`src/rtl/fifo_rd_stream.sv`:
```
// fifo_rd_stream: read-side consumer of an async FIFO.
// Drains the FIFO read port into a 2-entry buffer (head/tail) and presents
// the words as a valid/ready stream. rinc depends only on registered state,
// the FIFO empty flag, flush and reset, so m_ready never reaches rinc
// combinationally. Counts delivered words; flush discards buffered words.
// Optional macro FIFO_RD_PARITY_EN adds m_parity, the XOR reduction of
// m_data, stored per buffer entry.

module fifo_rd_stream #(
    parameter int data_bits = 8,
    parameter int CNT_BITS  = 16
) (
    input  logic                 rclk,
    input  logic                 rrst,
    input  logic                 rempty,
    input  logic [data_bits-1:0] rdata,
    output logic                 rinc,
    output logic [data_bits-1:0] m_data,
    output logic                 m_valid,
    input  logic                 m_ready,
    input  logic                 flush,
    output logic [CNT_BITS-1:0]  rd_count,
    output logic                 busy
`ifdef FIFO_RD_PARITY_EN
    ,
    output logic                 m_parity
`endif
);

    // Buffer occupancy
    typedef enum logic [1:0] {
        S_EMPTY = 2'd0,
        S_ONE   = 2'd1,
        S_TWO   = 2'd2
    } state_t;

    state_t               state_q, state_d;
    logic [data_bits-1:0] head_q, head_d;
    logic [data_bits-1:0] tail_q, tail_d;
    logic [CNT_BITS-1:0]  cnt_q, cnt_d;
    logic                 pop;
    logic                 deliver;

`ifdef FIFO_RD_PARITY_EN
    logic                 head_par_q, head_par_d;
    logic                 tail_par_q, tail_par_d;
    logic                 rdata_par;

    assign rdata_par = ^rdata;
`endif

    // Pop only from registered state; reset gates it combinationally
    assign rinc    = !rrst && !rempty && !flush && (state_q != S_TWO);
    assign pop     = rinc;
    assign m_valid = (state_q != S_EMPTY);
    assign deliver = m_valid && m_ready && !flush;

    assign m_data   = head_q;
    assign busy     = m_valid;
    assign rd_count = cnt_q;
`ifdef FIFO_RD_PARITY_EN
    assign m_parity = head_par_q;
`endif

    // Next-state and data movement for the 2-entry buffer
    always_comb begin
        state_d = state_q;
        head_d  = head_q;
        tail_d  = tail_q;
        cnt_d   = cnt_q;
`ifdef FIFO_RD_PARITY_EN
        head_par_d = head_par_q;
        tail_par_d = tail_par_q;
`endif
        if (deliver) cnt_d = cnt_q + CNT_BITS'(1);

        case (state_q)
            S_EMPTY: begin
                if (pop) begin
                    state_d = S_ONE;
                    head_d  = rdata;
`ifdef FIFO_RD_PARITY_EN
                    head_par_d = rdata_par;
`endif
                end
            end
            S_ONE: begin
                if (pop && deliver) begin
                    head_d = rdata;
`ifdef FIFO_RD_PARITY_EN
                    head_par_d = rdata_par;
`endif
                end else if (pop) begin
                    state_d = S_TWO;
                    tail_d  = rdata;
`ifdef FIFO_RD_PARITY_EN
                    tail_par_d = rdata_par;
`endif
                end else if (deliver) begin
                    state_d = S_EMPTY;
                end
            end
            S_TWO: begin
                // No pop can happen here; tail slides into head
                if (deliver) begin
                    state_d = S_ONE;
                    head_d  = tail_q;
`ifdef FIFO_RD_PARITY_EN
                    head_par_d = tail_par_q;
`endif
                end
            end
            default: state_d = S_EMPTY;
        endcase

        // Flush wins over pop and deliver; FIFO contents stay untouched
        if (flush) begin
            state_d = S_EMPTY;
`ifdef FIFO_RD_PARITY_EN
            head_par_d = 1'b0;
            tail_par_d = 1'b0;
`endif
        end
    end

    // State, data and counter registers
    always_ff @(posedge rclk or posedge rrst) begin
        if (rrst) begin
            state_q <= S_EMPTY;
            head_q  <= '0;
            tail_q  <= '0;
            cnt_q   <= '0;
        end else begin
            state_q <= state_d;
            head_q  <= head_d;
            tail_q  <= tail_d;
            cnt_q   <= cnt_d;
        end
    end

`ifdef FIFO_RD_PARITY_EN
    // Parity bits travel with their words
    always_ff @(posedge rclk or posedge rrst) begin
        if (rrst) begin
            head_par_q <= 1'b0;
            tail_par_q <= 1'b0;
        end else begin
            head_par_q <= head_par_d;
            tail_par_q <= tail_par_d;
        end
    end
`endif

endmodule
```
`config.mk`:
```
export PLATFORM = sky130hd
export DESIGN_NAME = fifo_rd_stream
export DESIGN_NICKNAME = d
export VERILOG_FILES = /design/src/rtl/fifo_rd_stream.sv
export SDC_FILE = /design/constraint.sdc
export NUM_CORES = 1
export LEC_CHECK = 0
export BUFFER_PORTS_ARGS = -buffer_cell sky130_fd_sc_hd__clkbuf_2
export CORE_MARGIN = 3
export CORE_UTILIZATION = 51
export CTS_CLUSTER_SIZE = 14
export DETAILED_ROUTE_END_ITERATION = 12
export GPL_TIMING_DRIVEN = 0
export PLACE_DENSITY_LB_ADDON = 0.3
export SLEW_MARGIN = 0
export SYNTH_ARGS = -nofsm -noshare
export SYNTH_HDL_FRONTEND = slang
export SYNTH_SLANG_ARGS = --single-unit
```
`constraint.sdc`:
```
create_clock -name rclk -period 2.2 [get_ports rclk]
set_input_delay 0.55 -clock rclk [delete_from_list [all_inputs] [get_ports rclk]]
set_output_delay 0.55 -clock rclk [all_outputs]
set_load 0.03 [all_outputs]
```
### Word level (Yosys, flattened, before mapping)

Cells that the tools add are included.

| storage, ports and cells | value |
|---|---|
| input bits | 13 |
| output and inout port bits | 27 |
| word-level logic and storage cells | 42 |
| flip-flop bits (word level) | 34 |

| operators by class | value |
|---|---|
| multiplexer cells | 11 |
| reductions and logical operators | 15 |
| equality and inequality tests | 10 |
| bitwise gates (word level) | 1 |
| add/sub/neg operators | 1 |

Operator list:

| cell | count |
|---|---|
| two-way mux 8 bit | 3 |
| one-hot mux 8 bit (3 select lines) | 1 |
| adder 16 x 1 -> 16 bit, second input constant | 1 |
| two-way mux 2 bit | 6 |
| inequality test 3 bit, second input constant | 3 |
| inequality test 2 bit, second input constant | 4 |
| AND reduction 4 bit | 2 |
| logical AND 1 bit | 6 |
| one-hot mux 2 bit (3 select lines) | 1 |
| inequality test 4 bit, second input constant | 1 |
| zero test 1 bit | 3 |
| AND reduction 3 bit | 1 |
| nonzero test 3 bit | 1 |
| equality test 2 x 1 -> 1 bit, second input constant | 1 |
| equality test 2 bit, second input constant | 1 |
| zero test 2 bit | 1 |
| nonzero test 2 bit | 1 |
| inverter 1 bit | 1 |

### Logic depth before layout (Yosys ltp)

Gate-level depths: netlist (run 1).

| depth | value |
|---|---|
| word-level depth | 8 |
| mapped depth | 5 |

### Least setup slack after synthesis (run 1)

OpenSTA, ideal clock, no wires.

| timing | value |
|---|---|
| path kind | input -> register |
| from | in rempty |
| to | reg head_q[0], in the netlist m_data[0] |
| arrival | 1,671 ps |
| path buffers | 0 |
| setup slack | 404 ps |
| library setup time | 125 ps |
| data required time | 2,075 ps |
| cell stages on the path | 3 |
| cells stage by stage | or4_4 -> a21oi_4 -> mux2_2 |

| between the ends | value |
|---|---|
| word-level cells in the longest chain between the ends | 7 |

Ends and longest elaborated chain:

| what | line | text |
|---|---|---|
| start, declared | 15 | `input logic rempty,` |
| zero test 1 bit * | 53 | `assign rinc = !rrst && !rempty && !flush && (state_q != S_TWO);` |
| logical AND 1 bit * (3 in series) | 53 |  |
| logical AND 1 bit | 88 | `if (pop && deliver) begin` |
| inequality test 2 bit (no line) | n/a |  |
| AND reduction 4 bit (no line) * | n/a |  |
| end signal, assigned | 130 | `head_q <= '0;` |
| end signal, assigned | 135 | `head_q <= head_d;` |
| end, declared | 38 | `logic [data_bits-1:0] head_q, head_d;` |

Mark *: on every way between the ends. The rest lies on a longest branch, timed or not.
A chain may end at the register's enable or synchronous reset.

### Final worst setup path (run 1)

| timing | value |
|---|---|
| from | reg state_q[1] |
| to | out m_valid |

| between the ends | value |
|---|---|
| word-level cells in the longest chain between the ends | 1 |

Ends and longest elaborated chain:

| what | line | text |
|---|---|---|
| start, declared | 37 | `state_t state_q, state_d;` |
| start signal, assigned | 134 | `state_q <= state_d;` |
| nonzero test 2 bit | 55 | `assign m_valid = (state_q != S_EMPTY);` |
| end, declared | 19 | `output logic m_valid,` |

Every way passes these cells.

==> results.yml, run 1 <==
status:
  outcome: "finished clean"
cells_and_area:
  fillCellCount: 239
  fraction_of_the_core_area_covered_by_cells_at_the_end_of_the_flow_pct: 65.6
  multi_input_comb_area_sq_um: 676
  final_layout_size_suffix_gt1_share_pct: 44.4
  syn2layout_area_growth_pct: 19.5
  mostFrequentLayoutCell: "clkbuf_2"
  n_antenna_cell: 0
  final_net_count: 183
  final-seq-area_sq_um: 851
  layout_common_cells: "clkbuf_2 (39), dfrtp_1 (34), mux2_2 (25)"
clock_network:
  numCtsBuffers: 5
  root_buffer: "clkbuf_4"
  postCtsResizedCells: 0
  post_cts_buffers: 0
  ctsHtreeMaxLevel: 2
  post_cts_hold_buffer_count: 0
  clock_tree.buffer_depth: 2
  clk_pin_slew_ns: 0.09
  cts_tree: "built"
  cts.sink_count: 34
  clock_insertion_delay_worst_skew_ns: 0.33
logic_synthesis:
  netlist_instances: 123
  synth.avg_cell_area_sq_um: 12.6
  mappedNetlistNets: 137
  async_reset_ff_share_pct: 100
  ys.flop_type: "dfrtp_1"
  yosysSeqAreaShare_pct: 54.8
  syn-cell-area_sq_um: 1550
  synth_warn: 0
  postSynthRegisterBits: 34
  ys_types: 26
  number_of_enable_flip_flop_cells_after_synthesis: 0
floorplanning:
  die_span_in_y_microns: 61.2
  core.rowCount: 19
  coreArea_sq_um: 2830
  die_width_microns: 61.2
  die_area_sq_um: 3740
  ioPinCount: 40
  initial_standard_cell_utilization_of_the_core_pct: 54.9
worst_setup_path:
  critical_path_required_ns: 1.65
  timing.critical_path.cells: "nor2_1 -> inv_1 -> buf_4 -> clkbuf_2"
  r2r.worst_path.cells: 3
  regToRegEndpoint: "m_data[0]"
  r2r_start: "state_q[1]"
  cp_num_buf_inv: 3
  critical-path-max-stage-delay_ns: 0.46
  rrSetupSlack_ns: 0.36
  worst-path-max-fanout: 8
  setup.worst_path.class: "flip-flop to primary output"
  worst_path_max_delay_cell: "dfrtp_1"
  crit_arrival_ns: 1.57
  cp-end-kind: "primary output"
  timing.critical_path.max_delay_family: "flip-flops"
  worst_setup_path_start_kind: "flip-flop"
global_route:
  vias_in_the_first_global_route: 958
  grt_max_degree: 35
  grt_first_pass_wirelength_microns: 4280
  grt_util_all_layers_pct: 16.3
  grt_antenna_before_repair: 0
  grt_overflow_total: 0
timing:
  period_utilization_post_route_pct: 96.4
  setup_viol: 0
  finalHoldViolations: 0
  grt_setup_unrepaired: "true"
  fin_skew_ns: 0.00575
  max-slew-margin-rel_pct: 61.1
  report.final.slew_viol_count: 0
  slew_at_the_pin_closest_to_its_max_slew_limit_ns: 0.579
  peak_clock_frequency_supported_by_timing_ghz: 0.472
  fin_crit_ns: 2.12
  finalWorstSetupSlack_ns: 0.0798
drt:
  number_of_design_rule_violations_left_by_the_first_detailed_router_iteration: 34
  drt.antenna.violating_nets: 0
  drt-pass1-iter-count: 4
  vias_per_cell: 5.32
  avgRoutedWirePerCell_microns: 14.1
  vias: 1063
  remaining_drc_errors: 0
  drt_wirelength_microns: 2810
power_and_ir_drop:
  p_seq_share_pct: 53.0
  static-leakage-power_uw: 0.000884
  cellPowerDensity_nw_per_um2: 802
  power.switching_fraction_pct: 33.4
  netSwitchingPower_uw: 498
  p_clk_share_pct: 20.8
  internal_power_uw: 991
  power.share.combinational_pct: 26.2
  worst_ir_drop_vdd_mv: 0.687
placement:
  placement.setup.worst_slack_ns: 0.144
  gp_routability_congestion: 0.707
  buffer_ports.inserted: 39
  post-dp-hpwl_microns: 2090
flow_run:
  max_cap_violations: 0
hold_path:
  hp-class: "input port to asynchronous set/reset pin"
-- Yosys cell counts, types with 2 or more instances --
master / instances / share of area, %
nor2_1: 6 / 1.5
nand2_1: 8 / 1.9
nor3_2: 2 / 1.3
dfrtp_1: 34 / 55
inv_1: 4 / 0.97
nand2b_1: 2 / 0.81
xnor2_1: 13 / 7.3
nand3b_1: 2 / 0.97
nand4_1: 4 / 1.6
xor2_1: 2 / 1.1
mux2_2: 25 / 18
nor3_1: 2 / 0.64
nor4_1: 2 / 0.81
nand3_1: 5 / 1.6
-- cell families after synthesis --
kind of cell	synth area share, %
xor gates and xnor gates	8.46
AOI/OAI and AO/OA	2.42
DFF	54.8
muxes	18.8
buffers and inverters	1.69
and+or+nand+nor	13.1
adders and majority gates	0.806
-- worst register-to-register path: cells and delay by family, from the launching register on --
| kind | cells | cell delay (ns) |
|---|---|---|
| AO/OA/AOI/OAI | 1 | 0.31 |
| flip-flops | 1 | 0.46 |
| multiplexers | 1 | 0.38 |
| AND/OR/NAND/NOR | 1 | 0.58 |
-- stage by stage --
stage	cell area [sq um]	hold WS [ns]	setup TNS, ns	std cells	power, uW
after detailed placement	1790	0.467	0	193	1190
after CTS	1830	0.452	0	199	1500
final	1860	0.286	0	200	1490
after global routing	1860	0.296	-0.0253	200	1570
after floorplan	1550	0.475	0	123	1070
after global placement	1790	0.458	0	193	1170
-- cell type report --
class	count	share of cell area (%)
Multi-Input combinational cell	83	36.4
Sequential cell	34	45.9
Timing Repair Buffer	40	12.0
Inverter	4	0.809
Tap cell	31	2.09
Buffer	1	0.405
Clock buffer	7	2.43
-- flip-flops by register name, summed over array words and instances, names as in the netlist --
register / count
m_data: 8
tail_q: 8
rd_count: 16
state_q: 2
-- how the worst max path moves through the flow --
stage	slack [ns]	end	from	depth (start not counted)
floorplan	0.40	m_data[0]	rempty	3
finish	0.08	m_valid	state_q[1]	4
CTS	0.06	m_valid	state_q[1]	4
global route	-0.02	rinc	state_q[1]	3
global placement	0.19	m_data[5]	m_ready	5
detailed placement	0.14	m_data[0]	m_ready	5
-- power groups by stage --
stage	sequential, uW	clock, uW	combinational (uW)
global route	804	347	416
finish	789	310	390
global placement	793	0	380
floorplan	923	0	146
detailed placement	802	0	390
CTS	790	321	390
-- per-layer routing --
metal	vias up	global-route usage, %	routed length, microns
met5	-	0	0
li1	517	-	-
met4	0	8.36	53
met3	7	4.82	149
met1	511	21.0	1270
met2	28	24.9	1340
Note: power is estimated with default switching activity, not from simulation.
==> run 2: changes to the inputs <==
- RECOVER_POWER: default -> 50
==> results.yml, run 2 (same netlist as run 1, synthesis figures left out) <==
status:
  outcome: "finished clean"
timing:
  grt_setup_unrepaired: "true"
  final_worst_hold_slack_ns: 0.262
  finalWorstSetupSlack_ns: 0.0994
  fin_crit_ns: 2.10
  report.final.slew_viol_count: 0
  period_utilization_post_route_pct: 95.5
  finalHoldViolations: 0
  peak_clock_frequency_supported_by_timing_ghz: 0.476
  slew_at_the_pin_closest_to_its_max_slew_limit_ns: 1.17
  fin_skew_ns: 0.00551
  setup_viol: 0
  max-slew-margin-rel_pct: 21.8
drt:
  number_of_design_rule_violations_left_by_the_first_detailed_router_iteration: 37
  drt-pass1-iter-count: 4
  vias: 1069
  drt_wirelength_microns: 2810
  drt.antenna.violating_nets: 0
  remaining_drc_errors: 0
  vias_per_cell: 5.35
  avgRoutedWirePerCell_microns: 14.0
global_route:
  grt_overflow_total: 0
  grt_first_pass_wirelength_microns: 4280
  grt_max_degree: 35
  grt_util_all_layers_pct: 16.3
  vias_in_the_first_global_route: 958
  grt_antenna_before_repair: 0
worst_setup_path:
  worst_setup_path_start_kind: "flip-flop"
  worst-path-max-fanout: 10
  critical_path_required_ns: 1.65
  crit_arrival_ns: 1.55
  setup.worst_path.class: "flip-flop to primary output"
  cp-end-kind: "primary output"
power_and_ir_drop:
  netSwitchingPower_uw: 495
  power.share.combinational_pct: 25.7
  static-leakage-power_uw: 0.000854
  internal_power_uw: 982
  p_clk_share_pct: 20.9
  worst_ir_drop_vdd_mv: 0.677
  total_power_uw: 1480
  cellPowerDensity_nw_per_um2: 811
  p_seq_share_pct: 53.4
  power.switching_fraction_pct: 33.5
flow_run:
  max_cap_violations: 0
cells_and_area:
  fillCellCount: 242
  syn2layout_area_growth_pct: 17.2
  finish.instance_area_sq_um: 1820
  mostFrequentLayoutCell: "dfrtp_1"
  fraction_of_the_core_area_covered_by_cells_at_the_end_of_the_flow_pct: 64.3
  final_net_count: 183
  layout_common_cells: "dfrtp_1 (34), clkbuf_2 (33), mux2_2 (25)"
  n_antenna_cell: 0
  largest_reg_flops: 16
  final_layout_size_suffix_gt1_share_pct: 39.6
clock_network:
  post_cts_buffers: 0
  ctsHtreeMaxLevel: 2
  clock_insertion_delay_worst_skew_ns: 0.33
  clock_tree.buffer_depth: 2
  root_buffer: "clkbuf_4"
  cts.sink_count: 34
  clk_pin_slew_ns: 0.09
  cts_tree: "built"
  post_cts_hold_buffer_count: 0
  postCtsResizedCells: 0
  numCtsBuffers: 5
floorplanning:
  die_span_in_y_microns: 61.2
  coreArea_sq_um: 2830
  ioPinCount: 40
  die_area_sq_um: 3740
  core.rowCount: 19
  initial_standard_cell_utilization_of_the_core_pct: 54.9
  die_width_microns: 61.2
placement:
  post-dp-hpwl_microns: 2090
  gp_routability_congestion: 0.707
  buffer_ports.inserted: 39
  placement.setup.worst_slack_ns: 0.144
  placed_inst_area_sq_um: 1790
hold_path:
  hp-class: "input port to asynchronous set/reset pin"
[run 2: per-stage QoR]
step           cells  TNS (ns)
2_1_floorplan    123         0
3_3_place_gp     193         0
3_5_place_dp     193         0
4_1_cts          199         0
5_1_grt          200   -0.0160
6_report         200         0
[run 2: path summary, 6_finish.rpt]
check / startpoint / to / slack (ns) / cells past startpoint
setup / recovery: state_q[1] / rinc / 0.1 / 3
hold reg to reg: rd_count[15] / rd_count[15] / 0.47 / 1
max in group asynchronous: rrst / rd_count[9] / 0.53 / 3
hold / removal: rrst / state_q[0] / 0.26 / 2
setup reg to reg: state_q[1] / m_data[0] / 0.36 / 3
min in group rclk: rdata[6] / tail_q[6] / 0.46 / 2
[run 2: cell type report]
cell class | instances | area, sq um | area share (%)
flip-flops and latches | 34 | 851 | 46.8
multi-input cells | 83 | 671 | 36.9
repair buffers | 40 | 191 | 10.5
clock buffers | 7 | 45.0 | 2.48
well taps | 31 | 38.8 | 2.13
inverters | 4 | 15.0 | 0.825
plain buffers | 1 | 7.51 | 0.413
[run 2: worst max-delay path, stage by stage (launching register included)]
cell and delay [ns]:
dfrtp_1 0.46, nand2b_1 0.37, and2_1 0.19, clkbuf_2 0.20
[run 2: metal layers]
metal  global-route usage, %  vias to the layer above  part of all wire (%)
li1                        -                      518                     -
met1                    21.0                      516                    45
met2                    24.9                       28                    48
met3                    4.82                        7                   5.4
met4                    8.36                        0                   1.9
met5                       0                        -                     0
[run 2: power groups by stage]
stage | Sequential (uW) | Combinational (uW) | Clock [uW]
2_1_floorplan | 923 | 146 | 0
3_3_place_gp | 793 | 380 | 0
3_5_place_dp | 802 | 390 | 0
4_1_cts | 790 | 390 | 321
5_1_grt | 803 | 405 | 347
6_report | 789 | 379 | 308
==> run 3: changes to the inputs <==
- ABC_AREA: default -> 1
- CORE_UTILIZATION: 51 -> 53
==> results.yml, run 3 <==
timing:
  report.final.slew_viol_count: 0
  finalHoldViolations: 0
  grt_setup_unrepaired: "false"
  fin_crit_ns: 1.96
  setup_viol: 0
  peak_clock_frequency_supported_by_timing_ghz: 0.510
  period_utilization_post_route_pct: 89.0
  setup_total_negative_slack_ns: 0
  fin_skew_ns: 0.00558
  slew_at_the_pin_closest_to_its_max_slew_limit_ns: 1.21
  max-slew-margin-rel_pct: 19.5
logic_synthesis:
  ys_top_cells_by_count: "nand2_1 (65), dfrtp_1 (34), inv_1 (21)"
  most_common_cell_in_the_synthesized_netlist: "nand2_1"
  yosysSeqAreaShare_pct: 50.0
  synth.avg_cell_area_sq_um: 8.63
  mappedNetlistNets: 211
  syn-cell-area_sq_um: 1700
  synth_warn: 0
  ys_types: 24
  share_of_the_synthesized_area_in_the_top_cell_type_pct: 50.0
  async_reset_ff_share_pct: 100
  number_of_enable_flip_flop_cells_after_synthesis: 0
  netlist_instances: 197
  postSynthRegisterBits: 34
  post-synth-top-area-cell: "dfrtp_1"
  netlist_top_cells_area: "dfrtp_1 (50%), nand2_1 (14%), inv_1 (4.6%)"
  ys.flop_type: "dfrtp_1"
global_route:
  grt_max_degree: 35
  vias_in_the_first_global_route: 1326
  grt_first_pass_wirelength_microns: 5840
  grt_antenna_before_repair: 0
  grt_util_all_layers_pct: 18.4
  grt_overflow_total: 0
clock_network:
  post_cts_hold_buffer_count: 0
  clock_insertion_delay_worst_skew_ns: 0.32
  clk_pin_slew_ns: 0.09
  post_cts_buffers: 0
  cts_tree: "built"
  numCtsBuffers: 5
  clock_tree.buffer_depth: 2
  cts.sink_count: 34
  ctsHtreeMaxLevel: 2
  root_buffer: "clkbuf_4"
  postCtsResizedCells: 0
cells_and_area:
  layout_common_cells: "nand2_1 (67), clkbuf_2 (38), dfrtp_1 (34)"
  final_layout_size_suffix_gt1_share_pct: 23.9
  final_net_count: 258
  n_antenna_cell: 0
  largest_reg_flops: 16
  syn2layout_area_growth_pct: 16.6
  mostFrequentLayoutCell: "nand2_1"
placement:
  buffer_ports.inserted: 39
  gp_routability_congestion: 0.842
  post-dp-hpwl_microns: 2400
drt:
  number_of_design_rule_violations_left_by_the_first_detailed_router_iteration: 42
  drt.antenna.violating_nets: 0
  vias: 1373
  drt_wirelength_microns: 3150
  vias_per_cell: 4.82
  remaining_drc_errors: 0
  drt-pass1-iter-count: 4
  avgRoutedWirePerCell_microns: 11.1
power_and_ir_drop:
  cellPowerDensity_nw_per_um2: 911
  total_power_uw: 1800
  p_seq_share_pct: 49.4
  static-leakage-power_uw: 0.00118
  power.share.combinational_pct: 32.3
  power.switching_fraction_pct: 38.2
  worst_ir_drop_vdd_mv: 0.624
  p_clk_share_pct: 18.3
  internal_power_uw: 1120
  netSwitchingPower_uw: 689
flow_run:
  max_cap_violations: 0
worst_setup_path:
  crit_arrival_ns: 1.41
  critical_path_required_ns: 1.65
  setup.worst_path.class: "flip-flop to primary output"
  rrSetupSlack_ns: 0.46
  worst_setup_path_start_kind: "flip-flop"
  worst-path-max-fanout: 7
  cp-end-kind: "primary output"
floorplanning:
  die_width_microns: 62.6
  die_area_sq_um: 3920
  die_span_in_y_microns: 62.6
  core.rowCount: 19
  coreArea_sq_um: 2900
  ioPinCount: 40
  initial_standard_cell_utilization_of_the_core_pct: 58.6
status:
  outcome: "finished clean"
hold_path:
  hp-class: "input port to asynchronous set/reset pin"
[run 3: cell families after synthesis]
group           count (synthesis)  synth area share, %
fa+ha+maj                       1                0.736
buf+inv                        29                 7.28
compound gates                 12                 4.19
flops                          34                 50.0
xor+xnor                       11                 5.67
mux                             7                 4.12
simple gates                  103                 28.0
[run 3: worst paths after layout]
path | from | cells past startpoint | endpoint
max | state_q[0] | 5 | m_valid
min | rrst | 2 | tail_q[6]
max reg2reg | state_q[0] | 8 | tail_q[6]
min reg2reg | tail_q[2] | 2 | tail_q[2]
max in group asynchronous | rrst | 3 | tail_q[3]
min in group rclk | rdata[1] | 3 | tail_q[1]
[run 3: layout make-up]
class / count / area (sq um)
repair buffers: 40 / 198
fillers: 264 / 918
plain buffers: 3 / 26.3
clock buffers: 6 / 51.3
inverters: 26 / 97.6
well taps: 42 / 52.6
multi-input cells: 134 / 706
flip-flops and latches: 34 / 851
[run 3: power by group through the flow]
stage | Combinational [uW] | Clock [uW] | Sequential [uW]
floorplan | 255 | 0 | 1070
global placement | 583 | 0 | 898
detailed placement | 595 | 0 | 902
CTS | 597 | 340 | 893
global route | 648 | 371 | 917
finish | 583 | 329 | 892
[run 3: critical path, stage by stage (launching register included)]
cell and delay, ns:
dfrtp_1 0.37, buf_4 0.16, inv_1 0.10, nand2_1 0.14, buf_4 0.16, clkbuf_2 0.17
[run 3: per-layer routing]
metal	vias up	GRT usage [%]	wire length [microns]
met3	7	4.50	156
met2	28	29.4	1490
li1	706	-	-
met4	0	7.44	48
met1	632	24.0	1460
met5	-	0	0
[run 3: per-stage QoR]
stage	cell area (sq um)	hold slack [ns]	utilization, %	setup slack (ns)	cells
5_1_grt	1980	0.220	68.3	0.131	285
6_report	1980	0.200	68.3	0.241	285
3_5_place_dp	1950	0.464	67.2	0.440	278
3_3_place_gp	1950	0.462	67.2	0.428	278
4_1_cts	2000	0.430	68.9	0.291	284
2_1_floorplan	1700	0.448	-	0.648	197
